--- src/rtl/conv_batch_sched_if.sv ---
// Host, engine and SRAM signal bundle for the convolution batch scheduler.
// Ports: host_* batch control/status, cfg_* batch geometry, eng_* engine
//        handshake and engine-relative bus, sram_* relocated SRAM bus.
// slave = scheduler view, master = surrounding host/engine/SRAM view.
interface conv_batch_sched_if #(
  parameter int ADDR_W = 12,
  parameter int DATA_W = 16,
  parameter int JOB_W  = 4
) ();
  logic              host_run;
  logic              host_abort;
  logic              host_busy;
  logic [JOB_W-1:0]  cfg_job_count;
  logic [ADDR_W-1:0] cfg_in_base;
  logic [ADDR_W-1:0] cfg_out_base;
  logic [ADDR_W-1:0] cfg_in_stride;
  logic [ADDR_W-1:0] cfg_out_stride;
  logic              eng_run;
  logic              eng_busy;
  logic [ADDR_W-1:0] eng_read_address;
  logic [ADDR_W-1:0] eng_write_address;
  logic              eng_write_enable;
  logic [DATA_W-1:0] eng_write_data;
  logic [ADDR_W-1:0] sram_read_address;
  logic [ADDR_W-1:0] sram_write_address;
  logic              sram_write_enable;
  logic [DATA_W-1:0] sram_write_data;
  logic [JOB_W-1:0]  job_idx;
  logic              batch_done;
  logic              err_timeout;
  logic              err_abort;

  modport slave (
    input  host_run, host_abort, cfg_job_count, cfg_in_base, cfg_out_base,
           cfg_in_stride, cfg_out_stride, eng_busy, eng_read_address,
           eng_write_address, eng_write_enable, eng_write_data,
    output host_busy, eng_run, sram_read_address, sram_write_address,
           sram_write_enable, sram_write_data, job_idx, batch_done,
           err_timeout, err_abort
  );

  modport master (
    output host_run, host_abort, cfg_job_count, cfg_in_base, cfg_out_base,
           cfg_in_stride, cfg_out_stride, eng_busy, eng_read_address,
           eng_write_address, eng_write_enable, eng_write_data,
    input  host_busy, eng_run, sram_read_address, sram_write_address,
           sram_write_enable, sram_write_data, job_idx, batch_done,
           err_timeout, err_abort
  );
endinterface

--- src/rtl/conv_batch_sched.sv ---
// Batch scheduler: launches the conv engine once per job, relocating its SRAM addresses per job.
// Latency: address/data path is combinational (0 cycles); control outputs come from registers.
// Backpressure: none on the host; each job waits on the engine run/busy handshake with ack/run timeouts.
// Ports: clk, reset_b (async active-low), bus (conv_batch_sched_if.slave) carrying host control,
//        cfg_* geometry, engine handshake/bus in, relocated SRAM bus out, job_idx and status flags.
module conv_batch_sched #(
  parameter int ADDR_W  = 12,
  parameter int DATA_W  = 16,
  parameter int JOB_W   = 4,
  parameter int ACK_MAX = 4,
  parameter int TIMEOUT = 2048
) (
  input  logic              clk,
  input  logic              reset_b,
  conv_batch_sched_if.slave bus
);
  localparam int ACK_W = $clog2(ACK_MAX + 1);
  localparam int RUN_W = $clog2(TIMEOUT);
  localparam logic [ACK_W-1:0] ACK_LAST = ACK_W'(ACK_MAX - 1);
  localparam logic [RUN_W-1:0] RUN_LAST = RUN_W'(TIMEOUT - 1);

  typedef enum logic [2:0] {IDLE, LAUNCH, WAIT_ACK, RUN, NEXT, DONE} state_t;

  state_t            state, state_nxt;
  logic [JOB_W-1:0]  job_cnt;
  logic [JOB_W-1:0]  job_idx;
  logic [ADDR_W-1:0] in_stride, out_stride;
  logic [ADDR_W-1:0] cur_in_base, cur_out_base;
  logic [ACK_W-1:0]  ack_cnt;
  logic [RUN_W-1:0]  run_cnt;
  logic              abort_pend;
  logic              err_tmo, err_abt, done_q;
  logic [DATA_W-1:0] wr_dat;

  // FSM control strobes
  logic accept, advance, set_tmo, set_abt;
  logic abort_any, last_job;
  logic [JOB_W:0] idx_inc;

  assign idx_inc   = {1'b0, job_idx} + {{JOB_W{1'b0}}, 1'b1};
  assign last_job  = (idx_inc == {1'b0, job_cnt});
  // An abort request seen this very cycle counts as pending.
  assign abort_any = abort_pend | bus.host_abort;

  always_ff @(posedge clk or negedge reset_b) begin
    if (!reset_b) state <= IDLE;
    else          state <= state_nxt;
  end

  always_comb begin
    state_nxt = state;
    accept    = 1'b0;
    advance   = 1'b0;
    set_tmo   = 1'b0;
    set_abt   = 1'b0;
    case (state)
      IDLE: begin
        if (bus.host_run) begin
          accept    = 1'b1;
          state_nxt = (bus.cfg_job_count == '0) ? DONE : LAUNCH;
        end
      end
      LAUNCH: state_nxt = WAIT_ACK;
      WAIT_ACK: begin
        // A late ack in the final allowed cycle still wins over the timeout.
        if (bus.eng_busy) begin
          state_nxt = RUN;
        end else if (ack_cnt == ACK_LAST) begin
          set_tmo   = 1'b1;
          state_nxt = DONE;
        end
      end
      RUN: begin
        // Busy falling takes priority over the run timeout.
        if (!bus.eng_busy) begin
          if (abort_any) begin
            set_abt   = 1'b1;
            state_nxt = DONE;
          end else begin
            state_nxt = NEXT;
          end
        end else if (run_cnt == RUN_LAST) begin
          set_tmo   = 1'b1;
          state_nxt = DONE;
        end
      end
      NEXT: begin
        if (abort_any) begin
          set_abt   = 1'b1;
          state_nxt = DONE;
        end else if (last_job) begin
          state_nxt = DONE;
        end else begin
          advance   = 1'b1;
          state_nxt = LAUNCH;
        end
      end
      DONE:    state_nxt = IDLE;
      default: state_nxt = IDLE;
    endcase
  end

  always_ff @(posedge clk or negedge reset_b) begin
    if (!reset_b) begin
      job_cnt      <= '0;
      job_idx      <= '0;
      in_stride    <= '0;
      out_stride   <= '0;
      cur_in_base  <= '0;
      cur_out_base <= '0;
      ack_cnt      <= '0;
      run_cnt      <= '0;
      abort_pend   <= 1'b0;
      err_tmo      <= 1'b0;
      err_abt      <= 1'b0;
      done_q       <= 1'b0;
    end else begin
      // Done pulses on the edge that leaves DONE, together with host_busy falling.
      done_q  <= (state == DONE);
      ack_cnt <= (state == WAIT_ACK) ? ack_cnt + 1'b1 : '0;
      run_cnt <= (state == RUN) ? run_cnt + 1'b1 : '0;

      if (accept || state == DONE) abort_pend <= 1'b0;
      else if (state != IDLE && bus.host_abort) abort_pend <= 1'b1;

      if (accept) begin
        job_cnt      <= bus.cfg_job_count;
        in_stride    <= bus.cfg_in_stride;
        out_stride   <= bus.cfg_out_stride;
        cur_in_base  <= bus.cfg_in_base;
        cur_out_base <= bus.cfg_out_base;
        job_idx      <= '0;
        err_tmo      <= 1'b0;
        err_abt      <= 1'b0;
      end else begin
        // Bases only move between jobs, never while the engine is busy.
        if (advance) begin
          job_idx      <= idx_inc[JOB_W-1:0];
          cur_in_base  <= cur_in_base + in_stride;
          cur_out_base <= cur_out_base + out_stride;
        end
        if (set_tmo) err_tmo <= 1'b1;
        if (set_abt) err_abt <= 1'b1;
      end
    end
  end

  assign wr_dat                 = bus.eng_write_data;
  assign bus.sram_write_data    = wr_dat;
  assign bus.sram_read_address  = bus.eng_read_address + cur_in_base;
  assign bus.sram_write_address = bus.eng_write_address + cur_out_base;
  // Stray engine writes while no batch is active never reach the SRAM.
  assign bus.sram_write_enable  = bus.eng_write_enable & (state != IDLE);
  assign bus.host_busy          = (state != IDLE);
  assign bus.eng_run            = (state == LAUNCH);
  assign bus.batch_done         = done_q;
  assign bus.job_idx            = job_idx;
  assign bus.err_timeout        = err_tmo;
  assign bus.err_abort          = err_abt;
endmodule

--- src/flat_wrapper.sv ---
// flat-port wrapper written by rule: the top's interface ports become plain ports
module conv_batch_sched_flat 
#(
  parameter int ADDR_W  = 12,
  parameter int DATA_W  = 16,
  parameter int JOB_W   = 4,
  parameter int ACK_MAX = 4,
  parameter int TIMEOUT = 2048
)
  (clk, reset_b, bus_host_run, bus_host_abort, bus_cfg_job_count, bus_cfg_in_base, bus_cfg_out_base, bus_cfg_in_stride, bus_cfg_out_stride, bus_eng_busy, bus_eng_read_address, bus_eng_write_address, bus_eng_write_enable, bus_eng_write_data, bus_host_busy, bus_eng_run, bus_sram_read_address, bus_sram_write_address, bus_sram_write_enable, bus_sram_write_data, bus_job_idx, bus_batch_done, bus_err_timeout, bus_err_abort);
  conv_batch_sched_if #(.ADDR_W(ADDR_W), .DATA_W(DATA_W), .JOB_W(JOB_W)) bus_i ();
  input  logic clk;
  input  logic reset_b;
  input wire logic [$bits(bus_i.host_run)-1:0] bus_host_run;
  input wire logic [$bits(bus_i.host_abort)-1:0] bus_host_abort;
  input wire logic [$bits(bus_i.cfg_job_count)-1:0] bus_cfg_job_count;
  input wire logic [$bits(bus_i.cfg_in_base)-1:0] bus_cfg_in_base;
  input wire logic [$bits(bus_i.cfg_out_base)-1:0] bus_cfg_out_base;
  input wire logic [$bits(bus_i.cfg_in_stride)-1:0] bus_cfg_in_stride;
  input wire logic [$bits(bus_i.cfg_out_stride)-1:0] bus_cfg_out_stride;
  input wire logic [$bits(bus_i.eng_busy)-1:0] bus_eng_busy;
  input wire logic [$bits(bus_i.eng_read_address)-1:0] bus_eng_read_address;
  input wire logic [$bits(bus_i.eng_write_address)-1:0] bus_eng_write_address;
  input wire logic [$bits(bus_i.eng_write_enable)-1:0] bus_eng_write_enable;
  input wire logic [$bits(bus_i.eng_write_data)-1:0] bus_eng_write_data;
  output wire logic [$bits(bus_i.host_busy)-1:0] bus_host_busy;
  output wire logic [$bits(bus_i.eng_run)-1:0] bus_eng_run;
  output wire logic [$bits(bus_i.sram_read_address)-1:0] bus_sram_read_address;
  output wire logic [$bits(bus_i.sram_write_address)-1:0] bus_sram_write_address;
  output wire logic [$bits(bus_i.sram_write_enable)-1:0] bus_sram_write_enable;
  output wire logic [$bits(bus_i.sram_write_data)-1:0] bus_sram_write_data;
  output wire logic [$bits(bus_i.job_idx)-1:0] bus_job_idx;
  output wire logic [$bits(bus_i.batch_done)-1:0] bus_batch_done;
  output wire logic [$bits(bus_i.err_timeout)-1:0] bus_err_timeout;
  output wire logic [$bits(bus_i.err_abort)-1:0] bus_err_abort;
  assign bus_i.host_run = bus_host_run;
  assign bus_i.host_abort = bus_host_abort;
  assign bus_i.cfg_job_count = bus_cfg_job_count;
  assign bus_i.cfg_in_base = bus_cfg_in_base;
  assign bus_i.cfg_out_base = bus_cfg_out_base;
  assign bus_i.cfg_in_stride = bus_cfg_in_stride;
  assign bus_i.cfg_out_stride = bus_cfg_out_stride;
  assign bus_i.eng_busy = bus_eng_busy;
  assign bus_i.eng_read_address = bus_eng_read_address;
  assign bus_i.eng_write_address = bus_eng_write_address;
  assign bus_i.eng_write_enable = bus_eng_write_enable;
  assign bus_i.eng_write_data = bus_eng_write_data;
  assign bus_host_busy = bus_i.host_busy;
  assign bus_eng_run = bus_i.eng_run;
  assign bus_sram_read_address = bus_i.sram_read_address;
  assign bus_sram_write_address = bus_i.sram_write_address;
  assign bus_sram_write_enable = bus_i.sram_write_enable;
  assign bus_sram_write_data = bus_i.sram_write_data;
  assign bus_job_idx = bus_i.job_idx;
  assign bus_batch_done = bus_i.batch_done;
  assign bus_err_timeout = bus_i.err_timeout;
  assign bus_err_abort = bus_i.err_abort;
  conv_batch_sched #(.ADDR_W(ADDR_W), .DATA_W(DATA_W), .JOB_W(JOB_W), .ACK_MAX(ACK_MAX), .TIMEOUT(TIMEOUT)) u_core (.clk(clk), .reset_b(reset_b), .bus(bus_i));
endmodule
--- config.mk ---
export PLATFORM = sky130hd
export DESIGN_NAME = conv_batch_sched_flat
export DESIGN_NICKNAME = d
export VERILOG_FILES = /design/src/rtl/conv_batch_sched_if.sv /design/src/rtl/conv_batch_sched.sv /design/src/flat_wrapper.sv
export SDC_FILE = /design/constraint.sdc
export NUM_CORES = 1
export LEC_CHECK = 0
export CAP_MARGIN = 10
export CORE_MARGIN = 2
export CORE_UTILIZATION = 52
export CTS_BUF_LIST = sky130_fd_sc_hd__clkbuf_8
export DETAILED_ROUTE_END_ITERATION = 8
export GPL_TIMING_DRIVEN = 0
export PLACE_DENSITY = 0.92
export SLEW_MARGIN = 20
export SYNTH_ARGS = -nofsm -noshare
export SYNTH_HDL_FRONTEND = slang
export SYNTH_SLANG_ARGS = --single-unit
export TNS_END_PERCENT = 5
--- constraint.sdc ---
create_clock -name clk -period 4.1 [get_ports clk]
set_input_delay 0.615 -clock clk [delete_from_list [all_inputs] [get_ports clk]]
set_output_delay 0.615 -clock clk [all_outputs]
set_load 0.1 [all_outputs]
==> metrics.md, run 1 <==
| Metric | Value |
|---|---|
| Status | complete, no violations |
| Final Max Tran Viols | 0 |
| Area grow syn2layout | 30.62% |
| Core Box Area | 10320 um^2 |
| ANT nets after route | 0 |
| Max-Slew Margin vs Limit | 34.39% |
| Vias | 5231 |
| Cell Area, Synth | 5525 um^2 |
| H-tree levels | 3 |
| Initial Util | 53.52% |
| Mapped Cells | 635 |
| Share of cells above drive strength 1 | 7.535% |
| FMAX | 0.2495 GHz |
| Die Y-Extent | 107.1 um |
| Cell Area, Placed | 7032 um^2 |
| Crit path kind | primary input to output pin |
| Pin count of the biggest net entering global routing | 52 |
| Routability cong. | 0.8750 |
| Setup TNS | 0 ps |
| Sink Count | 77 |
| Post-DR vias/cell | 5.692 |
| Final period util | 97.76% |
| Wire per inst | 16.25 um |
| Placed instance count | 903 |
| Flops & latches, synth | 77 |
| Row cnt | 37 |
| Maximum buffer depth of the clock tree | 2 |
| Antenna violations before repair | 0 |
| Ant diodes | 0 |
| Slew @ Worst Pin | 981.1 ps |
| RSZ-0062 raised after global routing | false |
| Initial drt markers | 216 |
| CP required | 3480 ps |
| Fin area | 7217 um^2 |
| Worst skew pair latency | 360 ps |
| Post-Syn Nets | 785 |
| Yosys cell types | 58 |
| Final net count | 928 |
| Port Buffers | 131 |
| Critical Path Start Type | primary input |
| Setup Buffers After CTS | 0 |
| Kind of end point of the critical path | output pin |
| Worst min path class | primary input to asynchronous set/reset pin |
| Root Driver | clkbuf_8 |
| Fillcell total | 770 |
| DRC Markers | 0 |
| Routed WL | 14930 um |
| Clk slew on worst S/H paths | 90 ps |
| Die Wd | 107.1 um |
| I/O pin count | 148 |
| Fin crit period | 4008 ps |
| Post-synth ARST share | 100.0% |
| Final hold violation count | 0 |
| Setup Viol. Count Final | 0 |
| Total grt overflow | 0 |
| Max Cap Viol | 0 |
| Gr usage total | 26.85% |
| Die ar. | 11470 um^2 |
| Main synth FF type | dfrtp_1 |
| Number of global-route vias before repair | 5367 |
| TritonCTS clock tree | yes |
| Worst-case hold slack | 164.6 ps |
| Mean Syn Cell Area | 8.701 um^2 |
| First-pass GRT wire length | 24550 um |
| Synthesis Warnings | 0 |
| Post-route insts no fill | 919 |
| TritonRoute pass-1 iters | 4 |
| Data arrival time of the critical path | 3390 ps |
| Inserted Clock Buffers | 9 |
| Post-DP HPWL | 11720 um |
| Post-synthesis sequential area ratio | 34.87% |
| Reg2reg setup slack | 1490 ps |
| Skew final | 14.45 ps |
| Number of synthesized flops with an enable pin | 0 |
| Max FO, Critical Path | 2 |
final cells by class:
class	instances	area [um^2]	share of cell area (%)
multi-input combinational	503	3307	45.82
inverter	20	75.07	1.040
sequential	77	1927	26.70
tap	136	170.2	2.358
timing repair buffer	132	1314	18.20
buffer	35	216.5	2.999
clock buffer	10	137.6	1.907
clock inverter	6	70.07	0.9709
placed cells by master (no fill, tap or decap), types with 6 or more instances in the layout:
cell type	n
a21o_1	8
a21oi_1	40
a2bb2oi_1	6
a31oi_1	6
and2_1	6
buf_4	17
clkbuf_1	14
clkbuf_8	10
clkdlybuf4s50_1	116
dfrtp_1	77
ha_1	48
inv_1	20
mux2i_1	10
nand2_1	117
nand2b_1	6
nand3_1	11
nor2_1	55
nor2b_1	8
nor3_1	17
o21ai_0	24
o21ai_1	15
xnor2_1	41
xor2_1	8
state kept, by name, indices dropped and copies added, names as in the netlist:
| name | flops |
|---|---|
| u_core.cur_in_base | 12 |
| u_core.cur_out_base | 12 |
| u_core.in_stride | 12 |
| u_core.out_stride | 12 |
| u_core.run_cnt | 11 |
| u_core.bus.job_idx | 4 |
| u_core.job_cnt | 4 |
| u_core.ack_cnt | 3 |
| u_core.state | 3 |
| u_core.abort_pend | 1 |
| u_core.bus.batch_done | 1 |
| u_core.bus.err_abort | 1 |
| u_core.bus.err_timeout | 1 |
worst max-delay path, stage by stage:
cell and delay [ps]:
clkdlybuf4s50_1 420, ha_1 320, a211oi_1 250, o21bai_1 150, nor3_1 360, o311a_1 290, xnor2_1 130, dlygate4sd2_1 870
through the flow:
step	worst slack, ps	utilization [%]
after floorplan	136.7	-
after global placement	-228.7	67.87
after detailed placement	-314.0	68.11
after CTS	0.04330	70.03
after global routing	21.71	69.91
final	91.82	69.91
cell usage after synthesis (all sizes together) (10+ instances only):
cell / n / area (um^2)
nor2: 55 / 206.5
mux2i: 10 / 100.1
ha: 48 / 600.6
clkbuf: 14 / 52.55
nor2b: 10 / 77.58
a21oi: 40 / 200.2
nand3: 11 / 55.05
buf: 21 / 163.9
inv: 20 / 75.07
o21ai: 41 / 212.7
xnor2: 41 / 359.1
nand2: 117 / 439.2
nor3: 17 / 85.08
dfrtp: 77 / 1927
path summary, 6_finish.rpt:
kind | from | to | cells after the start
min in group clk | u_core.ack_cnt[0] | u_core.ack_cnt[0] | 1
max reg2reg | u_core.cur_out_base[0] | u_core.cur_out_base[8] | 8
min | reset_b | u_core.bus.batch_done | 1
max in group asynchronous | reset_b | u_core.cur_in_base[3] | 2
max | bus_eng_write_address[1] | bus_sram_write_address[9] | 8
min reg2reg | u_core.ack_cnt[0] | u_core.ack_cnt[0] | 1
routing by layer:
layer | GRT usage [%] | routed length (um) | up-vias
met2 | 47.47 | 7393 | 208
li1 | - | - | 2511
met5 | 0 | 0 | -
met1 | 32.46 | 6088 | 2466
met4 | 11.78 | 517 | 0
met3 | 3.708 | 932 | 46
kinds of logic (layout without fill, tap and decap cells):
| kind of cell | count (synthesis) | after routing | synth area share [%] |
|---|---|---|---|
| simple gates | 247 | 247 | 20.22 |
| buf+inv | 55 | 203 | 5.276 |
| mux | 10 | 10 | 1.812 |
| xor+xnor | 49 | 49 | 7.767 |
| compound gates | 145 | 145 | 17.73 |
| fa+ha+maj | 52 | 52 | 12.32 |
| flops | 77 | 77 | 34.87 |
timing repair:
action                     4_1_cts  5_1_grt
hold buffers                     0        0
gates resized for setup         14       12
pin swaps                        0        0
setup endpoints to repair       11        8
hold endpoints to repair         0        0
Power of run 1 is left out: the tool's default activity adds up to more than one toggle a clock period on the data nets, which glitch-free logic cannot reach.
==> run 2, diff against run 1 <==
--- a/config.mk
+++ b/config.mk
@@ -11,7 +11,7 @@
 export CTS_BUF_LIST = sky130_fd_sc_hd__clkbuf_8
 export DETAILED_ROUTE_END_ITERATION = 8
 export GPL_TIMING_DRIVEN = 0
-export PLACE_DENSITY = 0.92
+export PLACE_DENSITY = 0.87
 export SLEW_MARGIN = 20
 export SYNTH_ARGS = -nofsm -noshare
 export SYNTH_HDL_FRONTEND = slang
==> run 2 against run 1 <==
Highest routed layer unchanged. Global-route usage down 1.4 points. Fmax up 2.2%. Flip-flop and latch count unchanged. Utilization down 0.15 points. Via count down 0.65%. Count of clock-buffer cells in the layout down 1.
==> metrics.md, run 2 (synthesis gave the netlist of run 1 again) <==
| Metric | Value |
|---|---|
| Critical Path Start Type | primary input |
| Data arrival time of the critical path | 3310 ps |
| Area grow syn2layout | 30.34% |
| Root Driver | clkbuf_8 |
| Worst skew pair latency | 360 ps |
| Post-DP HPWL | 11300 um |
| Vias | 5197 |
| Max Cap Viol | 0 |
| Final net count | 928 |
| Total grt overflow | 0 |
| Commonest non-fill, non-tap cell in the layout | nand2_1 |
| Util after Layout | 69.76% |
| Port Buffers | 131 |
| Kind of end point of the critical path | output pin |
| RSZ-0062 raised after global routing | false |
| Maximum buffer depth of the clock tree | 2 |
| Wire per inst | 15.89 um |
| Sink Count | 77 |
| TritonRoute pass-1 iters | 5 |
| Final hold violation count | 0 |
| Worst min path class | primary input to asynchronous set/reset pin |
| Max FO, Critical Path | 3 |
| Most frequent cells in the layout | nand2_1 (117), clkdlybuf4s50_1 (116), dfrtp_1 (77) |
| Worst path max stage delay | 870 ps |
| Inserted Clock Buffers | 9 |
| Setup Buffers After CTS | 0 |
| I/O pin count | 148 |
| CP required | 3480 ps |
| Final period util | 95.62% |
| Die Wd | 107.1 um |
| Die Y-Extent | 107.1 um |
| Status | complete, no violations |
| Max-Slew Margin vs Limit | 34.25% |
| Critical-path cell list | clkdlybuf4s50_1 > ha_1 > inv_1 > fa_1 > nor2b_1 > o21ai_0 > nand2b_1 > a311oi_1 > xnor2_1 > dlygate4sd2_1 |
| Die ar. | 11470 um^2 |
| Setup Viol. Count Final | 0 |
| Initial drt markers | 293 |
| Core Box Area | 10320 um^2 |
| Routability cong. | 0.8923 |
| Number of global-route vias before repair | 5106 |
| Initial Util | 53.52% |
| Slowest CP cell | dlygate4sd2_1 |
| Clk slew on worst S/H paths | 70 ps |
| Skew final | 16.67 ps |
| TritonCTS clock tree | yes |
| Routed WL | 14580 um |
| Pin count of the biggest net entering global routing | 47 |
| FMAX | 0.2551 GHz |
| Post-DR vias/cell | 5.661 |
| Final Max Tran Viols | 0 |
| Antenna violations before repair | 0 |
| Share of cells above drive strength 1 | 7.417% |
| Slew @ Worst Pin | 983.2 ps |
| Gr usage total | 25.42% |
| Fin crit period | 3921 ps |
| Ant diodes | 0 |
| Row cnt | 37 |
| Fillcell total | 792 |
| H-tree levels | 3 |
| First-pass GRT wire length | 23380 um |
| DRC Markers | 0 |
| ANT nets after route | 0 |
| Crit path kind | primary input to output pin |
[run 2: metal layers]
layer	global-route usage, %	wire length, um
met3	3.708	1053
met5	0	0
met4	9.740	399
met1	32.20	6093
met2	43.76	7038
[run 2: cell type report]
class	instances	area (um^2)	area share, %
multi-input cells	503	3307	45.92
flip-flops and latches	77	1927	26.75
repair buffers	132	1318	18.29
plain buffers	35	216.5	3.006
well taps	136	170.2	2.363
clock buffers	9	123.9	1.720
inverters	20	75.07	1.042
clock inverters	6	65.06	0.9034
[run 2: what timing repair did]
action | in CTS | in global routing
endpoints found under the setup margin | 10 | 9
pin swaps | 0 | 0
gates resized for setup | 12 | 14
hold buffers | 0 | 0
[run 2: per-stage QoR]
stage	hold WS (ps)	cells	TNS (ps)	cell area (um^2)	worst slack [ps]
finish	201.5	918	0	7202	179.5
detailed placement	424.8	903	-1484	7032	-316.4
global route	228.2	918	0	7202	65.42
CTS	203.7	918	0	7211	1.278
global placement	421.1	902	-13540	7007	-231.0
floorplan	319.4	635	0	5525	136.7
[run 2: worst paths after layout]
check / start / endpoint / slack, ps / cells after the start
worst max register to register: u_core.cur_out_base[0] / u_core.cur_out_base[8] / 1570 / 8
worst min register to register: u_core.ack_cnt[0] / u_core.ack_cnt[0] / 440 / 1
worst max-delay path: bus_eng_write_address[0] / bus_sram_write_address[6] / 180 / 10
worst min-delay path: reset_b / u_core.run_cnt[3] / 200 / 1
max in group asynchronous: reset_b / u_core.abort_pend / 3330 / 2
min in group clk: u_core.ack_cnt[0] / u_core.ack_cnt[0] / 440 / 1
[run 2: critical path: cells and delay by family]
family / cells / cell delay [ps]
AO/OA/AOI/OAI: 2 / 540
adder cells (fa/ha/maj): 2 / 450
buffers and inverters: 3 / 1350
AND/OR/NAND/NOR: 2 / 200
XOR/XNOR: 1 / 160
Power of run 2 is left out for the same reason.
==> RTL edit 1, RTL diff (settings of run 2) <==
`ADDR_W` is set to 12 in 3 places; all go to 13.
--- a/src/rtl/conv_batch_sched_if.sv
+++ b/src/rtl/conv_batch_sched_if.sv
@@ -4,5 +4,5 @@
 // slave = scheduler view, master = surrounding host/engine/SRAM view.
 interface conv_batch_sched_if #(
-  parameter int ADDR_W = 12,
+  parameter int ADDR_W = 13,
   parameter int DATA_W = 16,
   parameter int JOB_W  = 4
--- a/src/rtl/conv_batch_sched.sv
+++ b/src/rtl/conv_batch_sched.sv
@@ -5,5 +5,5 @@
 //        cfg_* geometry, engine handshake/bus in, relocated SRAM bus out, job_idx and status flags.
 module conv_batch_sched #(
-  parameter int ADDR_W  = 12,
+  parameter int ADDR_W  = 13,
   parameter int DATA_W  = 16,
   parameter int JOB_W   = 4,
--- a/src/flat_wrapper.sv
+++ b/src/flat_wrapper.sv
@@ -2,5 +2,5 @@
 module conv_batch_sched_flat 
 #(
-  parameter int ADDR_W  = 12,
+  parameter int ADDR_W  = 13,
   parameter int DATA_W  = 16,
   parameter int JOB_W   = 4,
Interface: changed (8 resized); port bits go from 148 to 156. The function was not compared with the original's and may differ.
==> RTL edit 1 against run 2 <==
Design area is 6.4% higher; clock skew decreased by 0.0048 ns; critical path type unchanged; routed wire length is 15% higher; area after synthesis rose by 5.6%; die area rose by 5.4%; global-route usage rose by 3.4 points; sequential cell count grew 4; worst setup slack got worse by 0.14 ns.
Power is left out: the tool's default activity adds up to more than one toggle a clock period on the data nets, which glitch-free logic cannot reach.
==> RTL edit 1: results <==
drt:
  dr.pass1.iters: 7
  met1_length_mm: 6.83
  wl_met2_mm: 8.46
  routed_wl_mm: 16.8
  wl_met3_mm: 1.18
  via_count: 5598
  drt_iter0_drc: 335
final_layout:
  drive_gt1_share_pct: 7.66
  num-nonclk-buffers: 176
  final_nets: 990
  multi_input_comb_cells: 538
  fillers: 880
  inverters: 24
  area_delta_synth_final_pct: 31.3
  sh_seq_area_pct: 26.4
  numSequentialCells: 81
  clockNetworkAreaShare_pct: 3.36
grt:
  first_global_vias: 5720
  use_met3_pct: 4.33
  grt.total_usage_pct: 28.9
  met1_usage_pct: 35.5
  grt_max_degree: 56
  met2_usage_pct: 51.9
  grt_pass1_wl_mm: 27.1
place:
  post-place-cells: 959
  pre_cts_slack_ns: -0.594
  dp_hpwl_mm: 12.8
  place.gp.congestion: 0.925
  numPortBuffers: 139
  place_area_um2: 7430
setup_path:
  crit_slowest_cell: "clkdlybuf4s15_1"
  reg2reg_slack_ns: 1.45
  slowest_delay_ns: 0.84
clocking:
  cts-resized-gates: 23
logic_synthesis:
  syn_nets: 839
  synth_common_cells: "nand2_1 (137), dfrtp_1 (81), ha_1 (52), nor2_1 (52), a21oi_1 (41)"
  synthTopCellsByArea: "dfrtp_1 (35%), ha_1 (11%), nand2_1 (8.8%)"
  ys_types: 60
  syn_area_per_cell_um2: 8.60
sta:
  whs_ns: 0.172
  skew_ns: 0.0119
outcome:
  status: "complete, no violations"
[RTL edit 1: worst max path at each step]
stage                                         from                         end  slack [ns]  cells past startpoint
final                     bus_eng_write_address[3]  bus_sram_write_address[11]        0.04                      9
after floorplan            bus_eng_read_address[0]   bus_sram_read_address[10]      -0.007                      8
after global routing      bus_eng_write_address[3]  bus_sram_write_address[11]       -0.09                      9
after detailed placement  bus_eng_write_address[0]  bus_sram_write_address[12]       -0.59                     11
after CTS                  bus_eng_read_address[0]   bus_sram_read_address[12]        0.03                     11
after global placement     bus_eng_read_address[0]   bus_sram_read_address[12]       -0.47                     11
[RTL edit 1: cell families after synthesis]
group	count (synthesis)	synth area share, %
buffers and inverters	60	5.12
muxes	6	1.07
AOI/OAI and AO/OA	165	19.2
adders and majority gates	56	12.5
and+or+nand+nor	262	19.8
DFF	81	34.7
xor gates and xnor gates	49	7.59
==> RTL edit 2, RTL diff (config.mk and constraints of run 2) <==
Without the edit above. Re-encode `state_t` (6 states) as one-hot, 6 bits wide.
--- a/src/rtl/conv_batch_sched.sv
+++ b/src/rtl/conv_batch_sched.sv
@@ -20,5 +20,5 @@
   localparam logic [RUN_W-1:0] RUN_LAST = RUN_W'(TIMEOUT - 1);
 
-  typedef enum logic [2:0] {IDLE, LAUNCH, WAIT_ACK, RUN, NEXT, DONE} state_t;
+  typedef enum logic [5:0] {IDLE = 6'b000001, LAUNCH = 6'b000010, WAIT_ACK = 6'b000100, RUN = 6'b001000, NEXT = 6'b010000, DONE = 6'b100000} state_t;
 
   state_t            state, state_nxt;
Check against the original RTL: no difference found for any inputs over 4 cycles, from zero or initial values and one cycle with reset_b low; so few cycles prove little.
==> RTL edit 2 against run 2 <==
Routed wire length grew 1.5%; critical path type unchanged; sequential cell count increased by 3; sequential share of layout area grew 1.1 points; synthesized cell count down 0.31%; worst setup slack got worse by 0.10 ns; area after synthesis decreased by 0.82%; clock skew is 0.0069 ns lower; design area down 0.17%; global-route usage increased by 0.98 points.
Power is left out: the tool's default activity adds up to more than one toggle a clock period on the data nets, which glitch-free logic cannot reach.
==> RTL edit 2: results <==
outcome:
  status: "complete, no violations"
sta:
  min_period_ns: 4.02
  skew_ns: 0.00978
  whs_ns: 0.213
setup_path:
  crit_path_start: "bus_eng_write_address[6]"
  rr_endpoint: "u_core.bus.job_idx[3]$_DFFE_PN0P_"
  cp-endpoint: "bus_sram_write_address[9]"
  crit_slowest_cell: "clkdlybuf4s15_1"
grt:
  grt.total_usage_pct: 26.4
  use_met3_pct: 5.53
  grt_pass1_wl_mm: 24.1
  met1_usage_pct: 33.0
drt:
  viasPerCell: 5.67
  wl_per_cell_um: 16.2
final_layout:
  drive_gt1_share_pct: 8.07
  final_nets: 926
  area_delta_synth_final_pct: 31.2
place:
  place.gp.congestion: 0.936
  dp_hpwl_mm: 11.3
logic_synthesis:
  syn_nets: 783
  ys_seq_area_share_pct: 36.6
  synthTopCellsByArea: "dfrtp_1 (36%), ha_1 (11%), nand2_1 (8.9%)"
  synth_cells: 633
  ys_types: 53
clocking:
  clk_pin_slew_ns: 0.09
  cts-resized-gates: 25
## RTL edit 2: final cells by class
class	count	area share [%]
Multi-Input combinational cell	492	44.5
Sequential cell	80	27.9
Timing Repair Buffer	132	18.5
Buffer	34	2.73
Tap cell	136	2.37
Clock buffer	9	1.72
Inverter	27	1.41
Clock inverter	7	0.888
## RTL edit 2: metal layers
| layer | vias to the layer above | wire [µm] |
|---|---|---|
| met3 | 45 | 1120 |
| met1 | 2463 | 6110 |
| met4 | 0 | 430 |
| li1 | 2456 | - |
| met2 | 238 | 7150 |
| met5 | - | 0 |
## RTL edit 2: kinds of logic after synthesis
logic type	count (synthesis)	share of synthesized area [%]
buffers and inverters	61	5.43
multiplexers	4	0.731
adder cells (fa/ha/maj)	52	12.4
flip-flops	80	36.6
AO/OA/AOI/OAI	137	16.3
AND/OR/NAND/NOR	245	19.9
XOR/XNOR	54	8.63
